## src/rtl/convert_from_10.sv

```systemverilog
// Serial decimal-to-binary converter: accumulates acc = acc*10 + digit, MSD first.
// Optional macro CONV10_DIGIT_CHECK_EN rejects and flags digits above 9.
module convert_from_10 #(
  parameter int unsigned WIDTH      = 400,
  parameter int unsigned MAX_DIGITS = 120
) (
  input  logic             clk,
  input  logic             rst,
  input  logic             start,
  input  logic [3:0]       digit,
  input  logic             valid,
  input  logic             last,
  output logic [WIDTH-1:0] binary,
  output logic             busy,
  output logic             done,
  output logic             overflow,
  output logic [7:0]       count,
  output logic             bad_digit
);

  localparam int unsigned EXT_W = WIDTH + 4;
  localparam int unsigned CNT_W = 8;

  typedef enum logic {
    S_IDLE,
    S_ACCUM
  } state_t;

  state_t             state_q, state_d;
  logic [WIDTH-1:0]   binary_q, binary_d;
  logic [CNT_W-1:0]   count_q, count_d;
  logic               overflow_q, overflow_d;
  logic               bad_q, bad_d;
  logic               done_q, done_d;

  logic [EXT_W-1:0]   next_ext_c;
  logic [CNT_W-1:0]   count_inc_c;
  logic               digit_ok_c;
  logic               hit_max_c;

  // acc*10 as (acc<<3)+(acc<<1), kept 4 bits wider to expose carry-out
  assign next_ext_c  = (EXT_W'(binary_q) << 3) + (EXT_W'(binary_q) << 1) + EXT_W'(digit);
  assign count_inc_c = count_q + CNT_W'(1);

`ifdef CONV10_DIGIT_CHECK_EN
  assign digit_ok_c = (digit <= 4'd9);
`else
  assign digit_ok_c = 1'b1;
`endif

  // A rejected digit is not counted, so it can never reach the digit limit
  assign hit_max_c = digit_ok_c && (count_inc_c == CNT_W'(MAX_DIGITS));

  always_comb begin
    state_d    = state_q;
    binary_d   = binary_q;
    count_d    = count_q;
    overflow_d = overflow_q;
    bad_d      = bad_q;
    done_d     = 1'b0;
    case (state_q)
      S_IDLE: begin
        if (start) begin
          binary_d   = '0;
          count_d    = '0;
          overflow_d = 1'b0;
          bad_d      = 1'b0;
          state_d    = S_ACCUM;
        end
      end
      S_ACCUM: begin
        if (start) begin
          binary_d   = '0;
          count_d    = '0;
          overflow_d = 1'b0;
          bad_d      = 1'b0;
          state_d    = S_ACCUM;
        end else if (valid) begin
          if (digit_ok_c) begin
            binary_d   = next_ext_c[WIDTH-1:0];
            overflow_d = overflow_q | (next_ext_c[EXT_W-1:WIDTH] != 4'd0);
            count_d    = count_inc_c;
          end else begin
            bad_d = 1'b1;
          end
          if (last || hit_max_c) begin
            state_d = S_IDLE;
            done_d  = 1'b1;
          end
        end
      end
      default: state_d = S_IDLE;
    endcase
  end

  always_ff @(posedge clk) begin
    if (rst) begin
      state_q    <= S_IDLE;
      binary_q   <= '0;
      count_q    <= '0;
      overflow_q <= 1'b0;
      bad_q      <= 1'b0;
      done_q     <= 1'b0;
    end else begin
      state_q    <= state_d;
      binary_q   <= binary_d;
      count_q    <= count_d;
      overflow_q <= overflow_d;
      bad_q      <= bad_d;
      done_q     <= done_d;
    end
  end

  assign binary    = binary_q;
  assign busy      = (state_q == S_ACCUM);
  assign done      = done_q;
  assign overflow  = overflow_q;
  assign count     = count_q;
  assign bad_digit = bad_q;

endmodule
```

## config.mk

```make
export PLATFORM = sky130hd
export DESIGN_NAME = convert_from_10
export DESIGN_NICKNAME = d
export VERILOG_FILES = /design/src/rtl/convert_from_10.sv
export SDC_FILE = /design/constraint.sdc
export NUM_CORES = 2
export LEC_CHECK = 0
export CAP_MARGIN = 25
export CORE_ASPECT_RATIO = 1.4
export CORE_MARGIN = 3
export CORE_UTILIZATION = 34
export CTS_CLUSTER_DIAMETER = 80
export CTS_CLUSTER_SIZE = 10
export DETAILED_ROUTE_END_ITERATION = 7
export HOLD_SLACK_MARGIN = 0.03
export PLACE_DENSITY_LB_ADDON = 0.12
export SYNTH_ARGS = -nofsm -noshare
export SYNTH_HDL_FRONTEND = slang
export SYNTH_SLANG_ARGS = --single-unit
```

## constraint.sdc

```tcl
create_clock -name clk -period 9 [get_ports clk]
set_clock_uncertainty 0.15 [all_clocks]
set_input_delay 0.9 -clock clk [delete_from_list [all_inputs] [get_ports clk]]
set_output_delay 0.9 -clock clk [all_outputs]
set_load 0.005 [all_outputs]
```

### After elaboration in Yosys (flattened, before gate mapping)

Cells that the tools add are included.

* bits in registers: 412
* bits of input ports: 9
* output and inout port bits: 412
* word-level logic and storage cells: 37

* $add $sub $neg: 3
* eq/ne operators: 3
* muxes and demuxes: 18
* bitwise operators: 3
* reductions and logical operators: 4

Operators by type and width (count)
* 2-to-1 mux 400 bit: 3
* case mux 400 bit (2 select lines): 1
* adder 403 x 401 -> 404 bit: 1
* adder 404 x 4 -> 404 bit: 1
* 2-to-1 mux 8 bit: 3
* case mux 8 bit (2 select lines): 1
* adder 8 x 1 -> 8 bit (second input constant): 1
* == test 8 x 7 -> 1 bit (second input constant): 1
* 2-to-1 mux 1 bit: 8
* case mux 1 bit (2 select lines): 2
* nonzero test 4 bit: 1
* OR reduction 4 bit: 1
* != test 3 bit (second input constant): 1
* != test 2 bit (second input constant): 1
* NOT 1 bit: 2
* AND reduction 2 bit: 1
* logical OR 1 bit: 1
* OR 1 bit: 1

### Longest topological paths before layout

* word-level depth: 7
* depth in mapped cells: 20
* mapped depth without buffers: 20

### Worst setup path after synthesis

OpenSTA, ideal clock, no wires.

* path kind: input-to-reg
* start: input port digit[3]
* end: register binary_q[398] (netlist: binary[398])
* setup time: 0.125 ns
* arrival: 5.202 ns
* data required time: 8.725 ns
* path slack: 3.523 ns
* cell stages on the path: 19
* path buffers: 0
* path through: inv_1 fa_1 fa_1 nand2b_1 a21oi_1 o21ai_1 a211oi_1 o2111ai_1 a21o_1 a21oi_2 o211ai_1 a2111o_1 a211oi_2 a21oi_1 o41a_1 o41ai_4 a41oi_1 xor2_1 o21ai_1

* word-level cells in the longest chain between the ends: 4

RTL lines
* start, declared: RTL line 10 `input logic [3:0] digit,`
* adder 404 x 4 -> 404 bit: RTL line 42 `assign next_ext_c = (EXT_W'(binary_q) << 3) + (EXT_W'(binary_q) << 1) + EXT_W'(digit);`
* 2-to-1 mux 400 bit: RTL line 78 `end else if (valid) begin`
* 2-to-1 mux 400 bit: RTL line 72 `if (start) begin`
* case mux 400 bit (2 select lines): RTL line 61 `case (state_q)`
* end signal, assigned: RTL line 106 `binary_q <= binary_d;`
* end, declared: RTL line 30 `logic [WIDTH-1:0] binary_q, binary_d;`

No other way between the ends. The select of a mux whose other input is x is not followed.
A chain may end at the register's enable or synchronous reset.

### Final worst setup path

* start: input port digit[3]
* end: register binary_q[303] (netlist: binary[303])

The elaborated chain is that of the path after synthesis.

==> results.cfg <==
[sta]
hold_viol = 0
fin_setup_tns_ns = 0
finalSetupViolCount = 0
finalCritPeriodShare = 0.8116
period_minus_slack_ns = 7.305
relSlewSlack = 0.1753
rsz0062_at_grt = no
setup_slack_ns = 1.695
fmax_mhz = 136.9
drv_slew = 0
tightest_slew_ns = 1.237

[grt]
first_global_vias = 57310
antenna_found_initial = 12
grt_overflow_total = 0
grt_usage = 0.3329
grt_pass1_wl_um = 387600
grt_max_degree = 129

[floorplanning]
die_y_um = 462.5
die_w_um = 332.0
start_util = 0.3441
dieArea_um2 = 153600
rows = 166
ioPinCount = 421
core_um2 = 147100

[clock_tree]
cts_resized = 0
cts.sinks = 411
clk_path_buf_depth = 3
cts_tree = yes
ctsHoldBuffers = 0
clock_latency_ns = 0.70
postCtsSetupBuffers = 0
clk_pin_slew_ns = 0.07
cts_made_buffers = 53
clockRootBuffer = clkbuf_16
ctsHtreeMaxLevel = 2

[yosys]
yosysTopAreaCell = ha_1
syn_area_per_cell_um2 = 6.921
syn_area_um2 = 50600
ys_top_cells_by_count = nand2_1, a21oi_1, ha_1
ys.flop_type = dfxtp_1
synth-edff-count = 0
synth_seq_cells = 411
synth_nets = 8122
yosys.cell_count.top_type = nand2_1
yosysSeqAreaShare = 0.1626
synth.area.top_cells = ha_1, dfxtp_1, a21oi_1
ys_warn_count = 0
syn_inst = 7311
synth_cell_type_count = 90
synthArstFlopShare = 0
synth_top_area_frac = 0.1978

[setup_path]
r2r.worst_path.cells = 20
r2r-start = binary[2]
critPathMostFrequentCell = a211oi_1
regToRegEndpoint = binary[303]
criticalPathCategory = in -> reg
start_kind = input port
path_max_fanout = 3
worstSetupEndpointType = register
cpPeakStageDelay_ns = 0.95
required_ns = 9.43
crit_family = compound AO/OA/AOI/OAI gates
cp.arrival_ns = 7.73
crit_buf_inv = 3
path_cells = clkdlybuf4s50_1, inv_1, fa_1, inv_1, ha_1, a211oi_1, o21ai_1, a22o_1, o31ai_1, a21oi_1, o211ai_1, a211oi_1, nor2_1, o31ai_2, a21oi_1, nor4_1, a211oi_1, o311ai_1, a211oi_1, or3_1, nand3_1
ff2ff_setup_slack_ns = 2.00
crit_path_top_delay_cell = nor2_1

[run_status]
status = finished with violations
violations = DRC

[power_and_ir_drop]
ir_worst_vdd_uv = 140.4
total_power_mw = 4.140
power.leakage_nw = 23.44
p_per_area_nw_per_um2 = 71.57

[route]
drt_iter0_markers = 4585
routed_wl_um = 268300
antenna_left = 0
routedWlPerCell_um = 28.47
vias_per_cell = 6.104
first_pass_iters = 8
vias = 57530
route.detailed.drc = 2

[layout]
fillers = 16000
final_nets = 8273
area_growth_pct = 14.32
drive_gt1_frac = 0.02578

[place]
dp_hpwl_um = 223400
dpl_worst_slack_ns = 1.237
port_buffers = 419
gp_congestion = 1.036

[worst_hold_path]
hold_depth = 2
min_to = binary[182]
hp-start = binary[182]
min_path_type = reg -> reg

[job]
drv_cap = 0
## metal layers
metal	track usage	part of all wire	vias up	wire length [um]
met1	0.3840	0.39	27550	105500
li1	-	-	27010	-
met4	0.1967	0.071	4	19120
met3	0.04907	0.060	656	16140
met5	0	0.000093	-	25
met2	0.5821	0.48	2303	127500
## logic make-up (layout without fill, tap and decap cells)
kind of cell | count (synthesis) | after routing | synth area share
compound gates | 2569 | 2569 | 0.2988
xor+xnor | 384 | 384 | 0.06647
fa+ha+maj | 802 | 802 | 0.1986
simple gates | 2608 | 2608 | 0.2323
buf+inv | 534 | 709 | 0.04078
mux | 2 | 2 | 0.0003957
other cells | 1 | 7 | 0.00007411
flops | 411 | 411 | 0.1626
## how the worst max path moves through the flow
| stage | depth (start not counted) | end | slack [ns] | from |
|---|---|---|---|---|
| floorplan | 19 | binary[398] | 3.52 | digit[3] |
| global placement | 23 | binary[355] | 1.25 | digit[3] |
| detailed placement | 23 | binary[394] | 1.24 | digit[3] |
| CTS | 23 | binary[394] | 1.98 | digit[3] |
| global route | 23 | binary[394] | 1.62 | digit[3] |
| finish | 21 | binary[303] | 1.70 | digit[3] |
## cells in the final DEF (no fill, tap or decap), types with 49 or more instances in the layout
master / count
o21bai_1: 156
and4_1: 51
xnor2_1: 247
o21a_1: 61
clkbuf_16: 55
a21oi_1: 1102
buf_4: 49
nand3_1: 97
dfxtp_1: 411
ha_1: 800
a21o_1: 216
inv_1: 152
nor2_1: 580
nand2_1: 1222
a31oi_1: 61
clkdlybuf4s50_1: 419
nor4_1: 62
nor3_1: 124
xor2_1: 137
o21ai_1: 80
o21ai_0: 564
nand4_1: 264
## cell type report
cell class                      count  area [um2]  area share
Antenna cell                        6       15.01   0.0002596
Tap cell                         1932        2417     0.04179
Clock buffer                       68        1465     0.02533
Clock inverter                     11       130.1    0.002250
Inverter                          153       574.3    0.009928
Sequential cell                   411        8228      0.1422
Timing Repair Buffer              477        4674     0.08081
Multi-Input combinational cell   6366       40340      0.6974
## per-stage QoR
| step | utilization | instances | instance area (um2) | hold WS [ns] |
|---|---|---|---|---|
| after floorplan | - | 7311 | 50600 | 0.3239 |
| after detailed placement | 0.3824 | 9338 | 56230 | 0.3401 |
| after CTS | 0.3932 | 9417 | 57820 | 0.3497 |
| after global placement | 0.3820 | 9332 | 56170 | 0.3373 |
| final | 0.3934 | 9424 | 57840 | 0.3435 |
| after global routing | 0.3933 | 9421 | 57840 | 0.3651 |
## state kept, by name, summed over array words and instances (netlist names)
| register | flops |
|---|---|
| binary | 400 |
| count | 8 |
| busy | 1 |
| done | 1 |
| overflow | 1 |
## tightest hold or removal path: stages, from the launching register on
cell and delay, ns:
dfxtp_1 0.34, nand2_1 0.06, a21oi_1 0.05
## power by group
part | leakage, nW | switching [mW] | internal [mW] | total (mW)
Sequential | 3.31 | 0.00419 | 1.82 | 1.83
Clock | 0.779 | 0.985 | 1.19 | 2.17
Combinational | 19.3 | 0.118 | 0.0240 | 0.142
Note: power is estimated with default switching activity, not from simulation.
